$ cat src/rtl/ysyx_041514_pipe_ctrl_if.sv
// Pipeline control bundle: per-stage stall requests, redirect/trap/fence.i
// events, cache-maintenance handshakes and the shared stall/flush buses.
`ifndef ysyx_041514_XLEN
`define ysyx_041514_XLEN 64
`endif

interface ysyx_041514_pipe_ctrl_if;
  logic                          stall_req_if_i;
  logic                          stall_req_ex_i;
  logic                          stall_req_mem_i;
  logic                          redirect_valid_i;
  logic [`ysyx_041514_XLEN-1:0]  redirect_pc_i;
  logic                          trap_valid_i;
  logic [`ysyx_041514_XLEN-1:0]  trap_pc_i;
  logic                          fencei_valid_i;
  logic [`ysyx_041514_XLEN-1:0]  fencei_pc_i;
  logic                          dcache_flush_done_i;
  logic                          icache_inv_done_i;
  logic [5:0]                    stall_valid_o;
  logic [5:0]                    flush_valid_o;
  logic                          pc_redirect_valid_o;
  logic [`ysyx_041514_XLEN-1:0]  pc_redirect_pc_o;
  logic                          dcache_flush_req_o;
  logic                          icache_inv_req_o;
  logic                          busy_o;
  logic [63:0]                   perf_stall_cnt_o;
  logic [63:0]                   perf_flush_cnt_o;

  modport master (
    output stall_req_if_i, stall_req_ex_i, stall_req_mem_i,
    output redirect_valid_i, redirect_pc_i, trap_valid_i, trap_pc_i,
    output fencei_valid_i, fencei_pc_i, dcache_flush_done_i, icache_inv_done_i,
    input  stall_valid_o, flush_valid_o, pc_redirect_valid_o, pc_redirect_pc_o,
    input  dcache_flush_req_o, icache_inv_req_o, busy_o,
    input  perf_stall_cnt_o, perf_flush_cnt_o
  );

  modport slave (
    input  stall_req_if_i, stall_req_ex_i, stall_req_mem_i,
    input  redirect_valid_i, redirect_pc_i, trap_valid_i, trap_pc_i,
    input  fencei_valid_i, fencei_pc_i, dcache_flush_done_i, icache_inv_done_i,
    output stall_valid_o, flush_valid_o, pc_redirect_valid_o, pc_redirect_pc_o,
    output dcache_flush_req_o, icache_inv_req_o, busy_o,
    output perf_stall_cnt_o, perf_flush_cnt_o
  );
endinterface

$ cat src/rtl/ysyx_041514_pipe_ctrl.sv
// Pipeline control unit: stall/flush generation, trap > fence.i > branch
// arbitration, redirect hold and fence.i sequencing. YSYX_041514_CTRL_PERF_EN adds perf counters.
`ifndef ysyx_041514_XLEN
`define ysyx_041514_XLEN 64
`endif

module ysyx_041514_pipe_ctrl (
  input  logic                  clk,
  input  logic                  rst,
  ysyx_041514_pipe_ctrl_if.slave ctrl
);
  localparam int XLEN = `ysyx_041514_XLEN;
  localparam logic [5:0] FLUSH_LONG  = 6'b011110;
  localparam logic [5:0] FLUSH_SHORT = 6'b001110;

  typedef enum logic [1:0] {
    S_IDLE  = 2'd0,
    S_REDIR = 2'd1,
    S_FI_DC = 2'd2,
    S_FI_IC = 2'd3
  } state_e;

  state_e          state_r, state_nxt_s;
  logic [XLEN-1:0] redir_pc_r, redir_pc_nxt_s;
  logic [5:0]      req_stall_s, req_flush_s;
  logic [5:0]      fsm_stall_s, fsm_flush_s;
  logic [5:0]      stall_valid_s, flush_valid_s;

  // Stall request decode: the deepest requesting stage decides the bubble
  always_comb begin
    if (ctrl.stall_req_mem_i) begin
      req_stall_s = 6'b011111;
      req_flush_s = 6'b100000;
    end else if (ctrl.stall_req_ex_i) begin
      req_stall_s = 6'b001111;
      req_flush_s = 6'b010000;
    end else if (ctrl.stall_req_if_i) begin
      req_stall_s = 6'b000011;
      req_flush_s = 6'b000100;
    end else begin
      req_stall_s = 6'b000000;
      req_flush_s = 6'b000000;
    end
  end

  // Event arbitration and next-state; flush bit 0 is never driven here
  always_comb begin
    state_nxt_s    = state_r;
    redir_pc_nxt_s = redir_pc_r;
    fsm_stall_s    = 6'b000000;
    fsm_flush_s    = 6'b000000;
    case (state_r)
      S_IDLE: begin
        if (ctrl.trap_valid_i) begin
          fsm_flush_s    = FLUSH_LONG;
          redir_pc_nxt_s = ctrl.trap_pc_i;
          state_nxt_s    = S_REDIR;
        end else if (ctrl.fencei_valid_i) begin
          fsm_flush_s    = FLUSH_LONG;
          redir_pc_nxt_s = ctrl.fencei_pc_i + 64'd4;
          state_nxt_s    = S_FI_DC;
        end else if (ctrl.redirect_valid_i) begin
          fsm_flush_s    = FLUSH_SHORT;
          redir_pc_nxt_s = ctrl.redirect_pc_i;
          state_nxt_s    = S_REDIR;
        end else begin
          state_nxt_s    = S_IDLE;
        end
      end
      S_REDIR: begin
        // A younger branch cannot displace a pending target; an older trap can
        if (ctrl.trap_valid_i) begin
          fsm_flush_s    = FLUSH_LONG;
          redir_pc_nxt_s = ctrl.trap_pc_i;
        end else if (!req_stall_s[0]) begin
          fsm_flush_s    = FLUSH_SHORT;
          state_nxt_s    = S_IDLE;
        end else begin
          fsm_flush_s    = FLUSH_SHORT;
        end
      end
      S_FI_DC: begin
        fsm_stall_s = 6'b000001;
        fsm_flush_s = FLUSH_LONG;
        if (ctrl.dcache_flush_done_i) begin
          state_nxt_s = S_FI_IC;
        end else begin
          state_nxt_s = S_FI_DC;
        end
      end
      S_FI_IC: begin
        fsm_stall_s = 6'b000001;
        fsm_flush_s = FLUSH_LONG;
        if (ctrl.icache_inv_done_i) begin
          state_nxt_s = S_REDIR;
        end else begin
          state_nxt_s = S_FI_IC;
        end
      end
      default: begin
        state_nxt_s = S_IDLE;
      end
    endcase
  end

  assign stall_valid_s = req_stall_s | fsm_stall_s;
  assign flush_valid_s = req_flush_s | fsm_flush_s;

  // FSM state and latched redirect target
  always_ff @(posedge clk) begin
    if (rst) begin
      state_r    <= S_IDLE;
      redir_pc_r <= 64'd0;
    end else begin
      state_r    <= state_nxt_s;
      redir_pc_r <= redir_pc_nxt_s;
    end
  end

  // Output drive; everything reads zero while reset is held
  always_comb begin
    if (rst) begin
      ctrl.stall_valid_o       = 6'b000000;
      ctrl.flush_valid_o       = 6'b000000;
      ctrl.pc_redirect_valid_o = 1'b0;
      ctrl.pc_redirect_pc_o    = 64'd0;
      ctrl.dcache_flush_req_o  = 1'b0;
      ctrl.icache_inv_req_o    = 1'b0;
      ctrl.busy_o              = 1'b0;
    end else begin
      ctrl.stall_valid_o       = stall_valid_s;
      ctrl.flush_valid_o       = flush_valid_s;
      ctrl.pc_redirect_valid_o = (state_r == S_REDIR);
      ctrl.pc_redirect_pc_o    = (state_r == S_REDIR) ? redir_pc_r : 64'd0;
      ctrl.dcache_flush_req_o  = (state_r == S_FI_DC);
      ctrl.icache_inv_req_o    = (state_r == S_FI_IC);
      ctrl.busy_o              = (state_r != S_IDLE);
    end
  end

`ifdef YSYX_041514_CTRL_PERF_EN
  logic        accept_s;
  logic [63:0] stall_cnt_r;
  logic [63:0] flush_cnt_r;

  assign accept_s = ((state_r == S_IDLE) &&
                     (ctrl.trap_valid_i || ctrl.fencei_valid_i || ctrl.redirect_valid_i)) ||
                    ((state_r == S_REDIR) && ctrl.trap_valid_i);

  // Stall-cycle and accepted-event counters, wrapping naturally
  always_ff @(posedge clk) begin
    if (rst) begin
      stall_cnt_r <= 64'd0;
      flush_cnt_r <= 64'd0;
    end else begin
      if (stall_valid_s[0]) begin
        stall_cnt_r <= stall_cnt_r + 64'd1;
      end
      if (accept_s) begin
        flush_cnt_r <= flush_cnt_r + 64'd1;
      end
    end
  end

  assign ctrl.perf_stall_cnt_o = rst ? 64'd0 : stall_cnt_r;
  assign ctrl.perf_flush_cnt_o = rst ? 64'd0 : flush_cnt_r;
`else
  assign ctrl.perf_stall_cnt_o = 64'd0;
  assign ctrl.perf_flush_cnt_o = 64'd0;
`endif

endmodule
$ cat src/flat_wrapper.sv
// flat-port wrapper written by rule: the top's interface ports become plain ports
module ysyx_041514_pipe_ctrl_flat 
  (clk, rst, ctrl_stall_req_if_i, ctrl_stall_req_ex_i, ctrl_stall_req_mem_i, ctrl_redirect_valid_i, ctrl_redirect_pc_i, ctrl_trap_valid_i, ctrl_trap_pc_i, ctrl_fencei_valid_i, ctrl_fencei_pc_i, ctrl_dcache_flush_done_i, ctrl_icache_inv_done_i, ctrl_stall_valid_o, ctrl_flush_valid_o, ctrl_pc_redirect_valid_o, ctrl_pc_redirect_pc_o, ctrl_dcache_flush_req_o, ctrl_icache_inv_req_o, ctrl_busy_o, ctrl_perf_stall_cnt_o, ctrl_perf_flush_cnt_o);
  ysyx_041514_pipe_ctrl_if ctrl_i ();
  input  logic clk;
  input  logic rst;
  input wire logic [$bits(ctrl_i.stall_req_if_i)-1:0] ctrl_stall_req_if_i;
  input wire logic [$bits(ctrl_i.stall_req_ex_i)-1:0] ctrl_stall_req_ex_i;
  input wire logic [$bits(ctrl_i.stall_req_mem_i)-1:0] ctrl_stall_req_mem_i;
  input wire logic [$bits(ctrl_i.redirect_valid_i)-1:0] ctrl_redirect_valid_i;
  input wire logic [$bits(ctrl_i.redirect_pc_i)-1:0] ctrl_redirect_pc_i;
  input wire logic [$bits(ctrl_i.trap_valid_i)-1:0] ctrl_trap_valid_i;
  input wire logic [$bits(ctrl_i.trap_pc_i)-1:0] ctrl_trap_pc_i;
  input wire logic [$bits(ctrl_i.fencei_valid_i)-1:0] ctrl_fencei_valid_i;
  input wire logic [$bits(ctrl_i.fencei_pc_i)-1:0] ctrl_fencei_pc_i;
  input wire logic [$bits(ctrl_i.dcache_flush_done_i)-1:0] ctrl_dcache_flush_done_i;
  input wire logic [$bits(ctrl_i.icache_inv_done_i)-1:0] ctrl_icache_inv_done_i;
  output wire logic [$bits(ctrl_i.stall_valid_o)-1:0] ctrl_stall_valid_o;
  output wire logic [$bits(ctrl_i.flush_valid_o)-1:0] ctrl_flush_valid_o;
  output wire logic [$bits(ctrl_i.pc_redirect_valid_o)-1:0] ctrl_pc_redirect_valid_o;
  output wire logic [$bits(ctrl_i.pc_redirect_pc_o)-1:0] ctrl_pc_redirect_pc_o;
  output wire logic [$bits(ctrl_i.dcache_flush_req_o)-1:0] ctrl_dcache_flush_req_o;
  output wire logic [$bits(ctrl_i.icache_inv_req_o)-1:0] ctrl_icache_inv_req_o;
  output wire logic [$bits(ctrl_i.busy_o)-1:0] ctrl_busy_o;
  output wire logic [$bits(ctrl_i.perf_stall_cnt_o)-1:0] ctrl_perf_stall_cnt_o;
  output wire logic [$bits(ctrl_i.perf_flush_cnt_o)-1:0] ctrl_perf_flush_cnt_o;
  assign ctrl_i.stall_req_if_i = ctrl_stall_req_if_i;
  assign ctrl_i.stall_req_ex_i = ctrl_stall_req_ex_i;
  assign ctrl_i.stall_req_mem_i = ctrl_stall_req_mem_i;
  assign ctrl_i.redirect_valid_i = ctrl_redirect_valid_i;
  assign ctrl_i.redirect_pc_i = ctrl_redirect_pc_i;
  assign ctrl_i.trap_valid_i = ctrl_trap_valid_i;
  assign ctrl_i.trap_pc_i = ctrl_trap_pc_i;
  assign ctrl_i.fencei_valid_i = ctrl_fencei_valid_i;
  assign ctrl_i.fencei_pc_i = ctrl_fencei_pc_i;
  assign ctrl_i.dcache_flush_done_i = ctrl_dcache_flush_done_i;
  assign ctrl_i.icache_inv_done_i = ctrl_icache_inv_done_i;
  assign ctrl_stall_valid_o = ctrl_i.stall_valid_o;
  assign ctrl_flush_valid_o = ctrl_i.flush_valid_o;
  assign ctrl_pc_redirect_valid_o = ctrl_i.pc_redirect_valid_o;
  assign ctrl_pc_redirect_pc_o = ctrl_i.pc_redirect_pc_o;
  assign ctrl_dcache_flush_req_o = ctrl_i.dcache_flush_req_o;
  assign ctrl_icache_inv_req_o = ctrl_i.icache_inv_req_o;
  assign ctrl_busy_o = ctrl_i.busy_o;
  assign ctrl_perf_stall_cnt_o = ctrl_i.perf_stall_cnt_o;
  assign ctrl_perf_flush_cnt_o = ctrl_i.perf_flush_cnt_o;
  ysyx_041514_pipe_ctrl u_core (.clk(clk), .rst(rst), .ctrl(ctrl_i));
endmodule
$ cat config.mk
export PLATFORM = sky130hd
export DESIGN_NAME = ysyx_041514_pipe_ctrl_flat
export DESIGN_NICKNAME = d
export VERILOG_FILES = /design/src/rtl/ysyx_041514_pipe_ctrl_if.sv /design/src/rtl/ysyx_041514_pipe_ctrl.sv /design/src/flat_wrapper.sv
export SDC_FILE = /design/constraint.sdc
export NUM_CORES = 1
export LEC_CHECK = 0
export CAP_MARGIN = 40
export CORE_AREA = 5 5 157 159
export DETAILED_ROUTE_END_ITERATION = 8
export DIE_AREA = 0 0 162 164
export GPL_TIMING_DRIVEN = 0
export HOLD_SLACK_MARGIN = 0.1
export PLACE_DENSITY = 0.73
export REMOVE_ABC_BUFFERS = 1
export SYNTH_ARGS = -nofsm -noshare
export SYNTH_HDL_FRONTEND = slang
export SYNTH_SLANG_ARGS = --single-unit
$ cat constraint.sdc
create_clock -name clk -period 3.27 [get_ports clk]
set_input_delay 0.654 -clock clk [delete_from_list [all_inputs] [get_ports clk]]
set_output_delay 0.654 -clock clk [all_outputs]
set_load 0.03 [all_outputs]
==> results of run 1 <==
## final cells by class
cell class / count / share of cell area
Multi-Input combinational cell: 716 / 0.456
Tap cell: 290 / 0.0383
Antenna cell: 1 / 0.000264
Timing Repair Buffer: 296 / 0.323
Inverter: 7 / 0.00330
Sequential cell: 66 / 0.139
Clock inverter: 6 / 0.0145
Clock buffer: 10 / 0.0252
## cells by family after synthesis
| group | synth area share |
|---|---|
| XOR/XNOR | 0.0643 |
| buffers and inverters | 0.206 |
| AO/OA/AOI/OAI | 0.210 |
| other | 0.000586 |
| AND/OR/NAND/NOR | 0.305 |
| flip-flops | 0.206 |
| adder cells (fa/ha/maj) | 0.00195 |
| multiplexers | 0.00626 |
## power by group through the flow
stage	Sequential (mW)	Clock [mW]	Combinational, mW
after floorplan	0.953	0	0.686
after global placement	0.963	0	1.24
after detailed placement	0.968	0	1.27
after CTS	0.953	1.32	1.28
after global routing	0.965	1.35	1.39
final	0.955	1.28	1.29
## sequential cells by signal (all words and copies together), names as in the netlist
name               count
u_core.redir_pc_r     64
u_core.state_r         2
## how the worst max path moves through the flow
stage,end,slack (ns),cells past startpoint
detailed placement,u_core.redir_pc_r[36],-0.81,8
finish,u_core.redir_pc_r[40],0.15,9
global route,u_core.redir_pc_r[40],0.03,9
global placement,u_core.redir_pc_r[37],-5.90,5
floorplan,u_core.redir_pc_r[53],-1.19,6
CTS,ctrl_flush_valid_o[2],0.03,7
## synthesized netlist by cell type (all sizes together) (5+ instances only)
library cell    n  area, µm²
o31a            6       52.6
xor2           23        201
clkbuf         64        240
and3           74        463
buf           142       1050
dfxtp          66       1320
nor3           41        210
nand2          49        184
inv             6       22.5
a221oi         21        184
o211ai          5       37.5
nand4          23        171
nor2           73        274
nor3b           8       60.1
and4            8       70.1
a21oi          32        160
a222oi         11        110
o21ai          31        155
nor4           26        229
a221o           9       90.1
o21a            6       45.0
a211oi         39        293
or4             6       48.8
nand3          23        115
xnor2          24        210
## timing repair
action,in CTS,in global routing
pin swaps,1,0
resized for setup,7,10
hold endpoints to repair,0,0
cloned,1,0
buffers inserted,6,0
setup endpoints to repair,81,27
## metal layers
metal,global-route usage,vias to the layer above,part of all wire
met5,0,-,0
met4,0.0600,0,0.020
met3,0.0437,36,0.075
met2,0.332,348,0.48
met1,0.249,3373,0.42
li1,-,3388,-
## worst register-to-register path: cells and delay by family (launching register included)
family / cells / cell delay (ns)
AOI/OAI and AO/OA: 2 / 0.47
buffers and inverters: 3 / 0.64
DFF: 1 / 0.74
and+or+nand+nor: 2 / 0.71
## per-stage QoR
stage               area (µm²)  instances
floorplan                 5590        788
global placement          8750       1357
detailed placement        8980       1368
CTS                       9450       1391
global route              9480       1391
finish                    9480       1392
==> tab_implementation.tex, run 1 <==
\begin{tabular}{lr}
\hline
Metric & Value \\
\hline
\multicolumn{2}{l}{\textbf{Run status}} \\
Status & finished clean \\
\multicolumn{2}{l}{\textbf{Pwr}} \\
Share of power burned in combinational logic & 0.365 \\
Design internal power & 2.28 mW \\
Worst supply voltage drop on vdd & roughly 0.19 mV \\
Share of total power consumed by net switching & 0.355 \\
Power density over the cells & between 300 and 400 nW/µm² \\
Reg power frac & 0.271 \\
Total leakage power & around 3.8 nW \\
Switching pwr & 1.25 mW \\
Post-layout power & $\sim$3.5 mW \\
Relative contribution of the clock network to total power & 0.364 \\
\multicolumn{2}{l}{\textbf{Cells and area}} \\
Post-route core utilization & 0.410 \\
Layout fillers & around 2,400 \\
Area growth, synth to finish & 48.1\% \\
Sequential cell area in the final layout & 1320 µm² \\
Layout cell share with drive strength beyond 1 & 0.0627 \\
Net total in the final layout & $\sim$1,300 \\
Most common library cell in the layout ignoring fill and taps & clkdlybuf4s50\_1 \\
Multi-input combinational cell area & 4320 µm² \\
Most frequent cells in the layout & 276 x clkdlybuf4s50\_1, 130 x conb\_1, 74 x and3\_1 \\
\multicolumn{2}{l}{\textbf{Logic synthesis}} \\
Mapped cell area & approximately 6400 µm² \\
Count of flip-flops with a built-in enable after synthesis & 0 \\
Synth Instances & a little under 900 \\
Synthesis warning total & 0 \\
Mean Syn Cell Area & between 7 and 8 µm² \\
Flop and latch count out of synthesis & 66 \\
Fraction of the yosys area taken by sequential cells & 0.206 \\
Top FF cell, synth & dfxtp\_1 \\
Share of synthesized registers carrying an async set or reset & 0 \\
Netlist cell types & a little over 60 \\
\multicolumn{2}{l}{\textbf{Min path}} \\
Worst Hold Depth & 2 \\
Type of the worst min-delay path & register to register \\
Hold wc startpoint & u\_core.redir\_pc\_r[1] \\
Worst Hold End & u\_core.redir\_pc\_r[1] \\
\multicolumn{2}{l}{\textbf{Timing}} \\
Final setup skew & 0.00900 ns \\
Post-route fraction of the period consumed by the critical path & 0.955 \\
Slew HR & 0.422 \\
Worst setup slack after layout & around 0.15 ns \\
Least-Margin Pin Slew & $\sim$0.86 ns \\
Fin crit period & approximately 3.1 ns \\
Fmax achieved & 320 MHz \\
Setup repair after global routing missed its margin & false \\
Hold violation count in the final report & 0 \\
Aggregate negative setup slack & 0 ns \\
Hold Worst Slack & 0.453 ns \\
Final setup violation count & 0 \\
Final number of max-transition violations & 0 \\
\multicolumn{2}{l}{\textbf{Flow run}} \\
Reported max-cap violation count & 0 \\
\multicolumn{2}{l}{\textbf{Floorplanning}} \\
Core Footprint & between 20,000 and 25,000 µm² \\
Number of placement rows & between 50 and 60 \\
Overall die area & between 20,000 and 30,000 µm² \\
Starting density of the core & 0.277 \\
Height of the chip & 164 µm \\
Ports placed on the boundary & 410 \\
Die span in x & between 150 and 200 µm \\
\multicolumn{2}{l}{\textbf{Route}} \\
DR WL/cell & 19.9 µm \\
Detailed-router iteration count before antenna repair & 5 \\
Number of vias in the routed layout & 7,145 \\
DRC viols & 0 \\
Initial DRC count & roughly 600 \\
Routed via count divided by cell count & between 5 and 6 \\
Remaining number of nets flagged by the antenna check after routing & 0 \\
WL final & between 20 and 30 mm \\
\multicolumn{2}{l}{\textbf{Worst setup path}} \\
Minimum setup slack among reg-to-reg paths & about 0.60 ns \\
Length in cells of the worst reg-to-reg path & 7 \\
Nature of the critical path startpoint & input port \\
Family with the most delay on the worst path & simple AND/OR/NAND/NOR gates \\
Cell type of the slowest stage on the worst timing path & or4b\_2 \\
Worst flop-to-flop path endpoint & u\_core.redir\_pc\_r[61] \\
Worst R2R Start & u\_core.state\_r[1] \\
Worst setup path start & ctrl\_fencei\_pc\_i[2] \\
List of cells traversed by the critical path & clkdlybuf4s50\_1 -> ha\_2 -> and3\_1 -> nand4\_1 -> buf\_4 -> or4b\_2 -> o21a\_1 -> o21ai\_0 -> a211oi\_1 \\
Slowest cell delay on critical path & between 0.8 and 0.9 ns \\
Endpoint class of the critical path & register \\
Max Fanout on Critical Path & 8 \\
Critical path class & input port to register \\
Data required time of the worst path & about 3.5 ns \\
Crit path buf inv count & 2 \\
Arr. time, crit path & 3.33 ns \\
\multicolumn{2}{l}{\textbf{Clocking}} \\
Clock H-tree levels & 3 \\
Inserted Clock Buffers & 9 \\
Number of sinks on the clock net & 66 \\
CTS tree & built \\
Buffer type at the clock tree root & clkbuf\_16 \\
Clock-pin slew on the worst setup and hold paths & approximately 0.060 ns \\
Deepest clock path buffer count & 2 \\
Count of hold buffers inserted by post-cts repair & 0 \\
Clock network latency to the later pin of the worst-skew pair & around 0.34 ns \\
\multicolumn{2}{l}{\textbf{Global route}} \\
Largest net degree at the start of global routing & 74 \\
Vias in the first global route & just under 7,000 \\
Wire length of the first global-routing pass & 40.1 mm \\
Initial antenna violation count & 0 \\
Total track usage & 0.196 \\
Total overflow reported by the global router & 0 \\
\multicolumn{2}{l}{\textbf{Placement}} \\
Placer's final routability congestion estimate & roughly 0.83 \\
Buffers on Ports & around 280 \\
Detail Placement HPWL & 21.0 mm \\
Placement Setup Slack & -0.811 ns \\
\hline
\end{tabular}
No activity file was read; power rests on OpenSTA's default activity.
==> run 2: changes to the inputs <==
--- a/config.mk
+++ b/config.mk
@@ -12,7 +12,7 @@
 export GPL_TIMING_DRIVEN = 0
 export HOLD_SLACK_MARGIN = 0.1
 export PLACE_DENSITY = 0.73
-export REMOVE_ABC_BUFFERS = 1
+export SKIP_LAST_GASP = 1
 export SYNTH_ARGS = -nofsm -noshare
 export SYNTH_HDL_FRONTEND = slang
 export SYNTH_SLANG_ARGS = --single-unit
==> run 2 against run 1 <==
Cell area grew 9.9%. Non-clock buffer count grew 190. Flip-flop and latch count is the same. Wire length grew 22%. Sequential power is essentially flat. Combinational power grew 13%. Hold slack gained 0.0026 ns. First-iteration DRC count grew 15%. Worst setup slack lost 0.081 ns. Sequential share of layout area shrank 1.3 points. Maximum frequency shrank 2.5%. Clock power shrank 31%. Critical path type is now register to primary output. Highest routed layer is now met5.
==> tab_implementation.tex, run 2 (same netlist as run 1, synthesis figures left out) <==
\begin{tabular}{lr}
\hline
Metric & Value \\
\hline
\multicolumn{2}{l}{\textbf{Run status}} \\
Status & finished clean \\
\multicolumn{2}{l}{\textbf{Global route}} \\
Vias in the first global route & 7,874 (+16\%) \\
Wire length of the first global-routing pass & 48.5 mm (+21\%) \\
Total track usage & 0.240 (+0.0445) \\
Initial antenna violation count & 8 (+8) \\
Largest net degree at the start of global routing & 12 (-84\%) \\
Total overflow reported by the global router & 0 (unchanged) \\
\multicolumn{2}{l}{\textbf{Worst setup path}} \\
Crit path buf inv count & 4 (+2) \\
Endpoint class of the critical path & primary output \\
Slowest cell delay on critical path & 0.67 ns (-0.14 ns) \\
Critical path class & register to primary output \\
Family with the most delay on the worst path & buffers and inverters \\
List of cells traversed by the critical path & clkbuf\_1 -> nor2b\_1 -> clkbuf\_4 -> clkbuf\_2 -> and3\_1 -> clkdlybuf4s50\_1 \\
Data required time of the worst path & 2.62 ns (-0.85 ns) \\
Max Fanout on Critical Path & 10 (+2) \\
Cell type of the slowest stage on the worst timing path & clkdlybuf4s50\_1 \\
Nature of the critical path startpoint & register \\
Arr. time, crit path & 2.55 ns (-0.78 ns) \\
\multicolumn{2}{l}{\textbf{Timing}} \\
Post-route fraction of the period consumed by the critical path & 0.980 (+0.0248) \\
Least-Margin Pin Slew & 0.893 ns (+0.0285 ns) \\
Final setup skew & 0.00530 ns (-0.00370 ns) \\
Slew HR & 0.405 (-0.0177) \\
Fmax achieved & 312 MHz (-2.5\%) \\
Worst setup slack after layout & 0.0655 ns (-0.0811 ns) \\
Hold violation count in the final report & 0 (unchanged) \\
Setup repair after global routing missed its margin & true \\
Final number of max-transition violations & 0 (unchanged) \\
Final setup violation count & 0 (unchanged) \\
Aggregate negative setup slack & 0 ns (unchanged) \\
Fin crit period & 3.20 ns (+0.0811 ns) \\
\multicolumn{2}{l}{\textbf{Route}} \\
WL final & 33.8 mm (+22\%) \\
Remaining number of nets flagged by the antenna check after routing & 0 (unchanged) \\
Initial DRC count & 689 (+15\%) \\
DRC viols & 0 (unchanged) \\
Number of vias in the routed layout & 8,090 (+13\%) \\
Routed via count divided by cell count & 5.12 (-0.31\%) \\
DR WL/cell & 21.4 µm (+7.3\%) \\
Detailed-router iteration count before antenna repair & 5 (unchanged) \\
\multicolumn{2}{l}{\textbf{Placement}} \\
Buffers on Ports & 277 (-0.72\%) \\
Cell Area, Placed & 10,000 µm² (+12\%) \\
Detail Placement HPWL & 27.6 mm (+31\%) \\
Placement Setup Slack & -0.478 ns (+0.333 ns) \\
Placer's final routability congestion estimate & 0.885 (+6.7\%) \\
\multicolumn{2}{l}{\textbf{Cells and area}} \\
Most frequent cells in the layout & 236 x clkdlybuf4s50\_1, 137 x buf\_4, 130 x conb\_1 \\
Cell area after layout & 10,400 µm² (+9.9\%) \\
Area growth, synth to finish & 62.8\% \\
Max FFs per register & 64 (unchanged) \\
Biggest registers after layout & u\_core.redir\_pc\_r x64, u\_core.state\_r x2 \\
Reg with most FFs & u\_core.redir\_pc\_r \\
Layout cell share with drive strength beyond 1 & 0.147 (+0.0840) \\
Most common library cell in the layout ignoring fill and taps & clkdlybuf4s50\_1 \\
Net total in the final layout & 1,488 (+15\%) \\
\multicolumn{2}{l}{\textbf{Pwr}} \\
Worst supply voltage drop on vdd & 0.271 mV (+43\%) \\
Total leakage power & 5.07 nW (+34\%) \\
Post-layout power & 3.30 mW (-6.5\%) \\
Power density over the cells & 317 nW/µm² (-15\%) \\
\multicolumn{2}{l}{\textbf{Clocking}} \\
Clock network latency to the later pin of the worst-skew pair & 0.33 ns (about the same) \\
Buffer type at the clock tree root & clkbuf\_16 \\
Deepest clock path buffer count & 2 (unchanged) \\
Inserted Clock Buffers & 9 (unchanged) \\
Clock H-tree levels & 3 (unchanged) \\
CTS tree & built \\
Number of sinks on the clock net & 66 (unchanged) \\
Clock-pin slew on the worst setup and hold paths & 0.06 ns (about the same) \\
\multicolumn{2}{l}{\textbf{Floorplanning}} \\
Height of the chip & 164 µm (unchanged) \\
Number of placement rows & 56 (unchanged) \\
Core Footprint & 23,100 µm² (unchanged) \\
Die span in x & 162 µm (unchanged) \\
Starting density of the core & 0.277 (unchanged) \\
Ports placed on the boundary & 410 (unchanged) \\
Overall die area & 26,600 µm² (unchanged) \\
\multicolumn{2}{l}{\textbf{Min path}} \\
Type of the worst min-delay path & register to register \\
\multicolumn{2}{l}{\textbf{Flow run}} \\
Reported max-cap violation count & 0 (unchanged) \\
\hline
\end{tabular}
[run 2: cell types whose count changed in the layout (fill, tap and decap cells not counted), sizes merged]
cell	previous run	this run
clkbuf	12	75
buf	18	146
dlygate4sd2	0	7
bufinv	4	0
dlymetal6s2s	0	34
diode	1	2
nor2b	3	2
clkdlybuf4s50	276	236
clkinvlp	0	1
[run 2: worst min-delay path: stages, from the launching register on]
cell and delay [ns]:
dfxtp_1 0.30, nand2_1 0.05, a21oi_1 0.05
[run 2: repair_timing]
action	4_1_cts	5_1_grt
buffers inserted	1	2
pin swaps	0	1
hold buffers	0	0
resized for setup	22	40
endpoints found under the setup margin	78	49
[run 2: layout make-up]
type	instances	area (µm²)
fillers	2322	12700
multi-input cells	715	4260
repair buffers	282	2880
flip-flops and latches	66	1320
plain buffers	204	1300
well taps	290	363
clock buffers	12	236
inverters	7	27.5
clock inverters	3	17.5
diodes	2	5.00
[run 2: path summary, 6_finish.rpt]
path                                    end  slack, ns            startpoint  cells after the start
setup / recovery  ctrl_pc_redirect_pc_o[12]       0.07     u_core.state_r[1]                      6
hold / removal         u_core.redir_pc_r[0]       0.46  u_core.redir_pc_r[0]                      2
setup reg to reg      u_core.redir_pc_r[39]       0.40     u_core.state_r[1]                      7
hold reg to reg        u_core.redir_pc_r[0]       0.46  u_core.redir_pc_r[0]                      2
[run 2: per-stage QoR]
step           hold WS, ns  utilization  std cells
6_report             0.455        0.451       1581
5_1_grt              0.476        0.450       1580
4_1_cts              0.455        0.446       1578
3_5_place_dp         0.447        0.434       1563
3_3_place_gp         0.438        0.433       1561
2_1_floorplan        0.432            -        994
[run 2: power breakdown]
part	switching (mW)	total, mW	internal (mW)
clock network	0.380	0.888	0.508
registers	0.0481	0.952	0.904
logic	0.856	1.46	0.603
total	1.28	3.30	2.01
[run 2: layer usage]
layer	track usage	vias to the layer above	routed length [µm]
li1	-	3777	-
met1	0.293	3736	13200
met2	0.396	491	15800
met3	0.0818	72	3610
met4	0.0854	14	980
met5	0	-	93
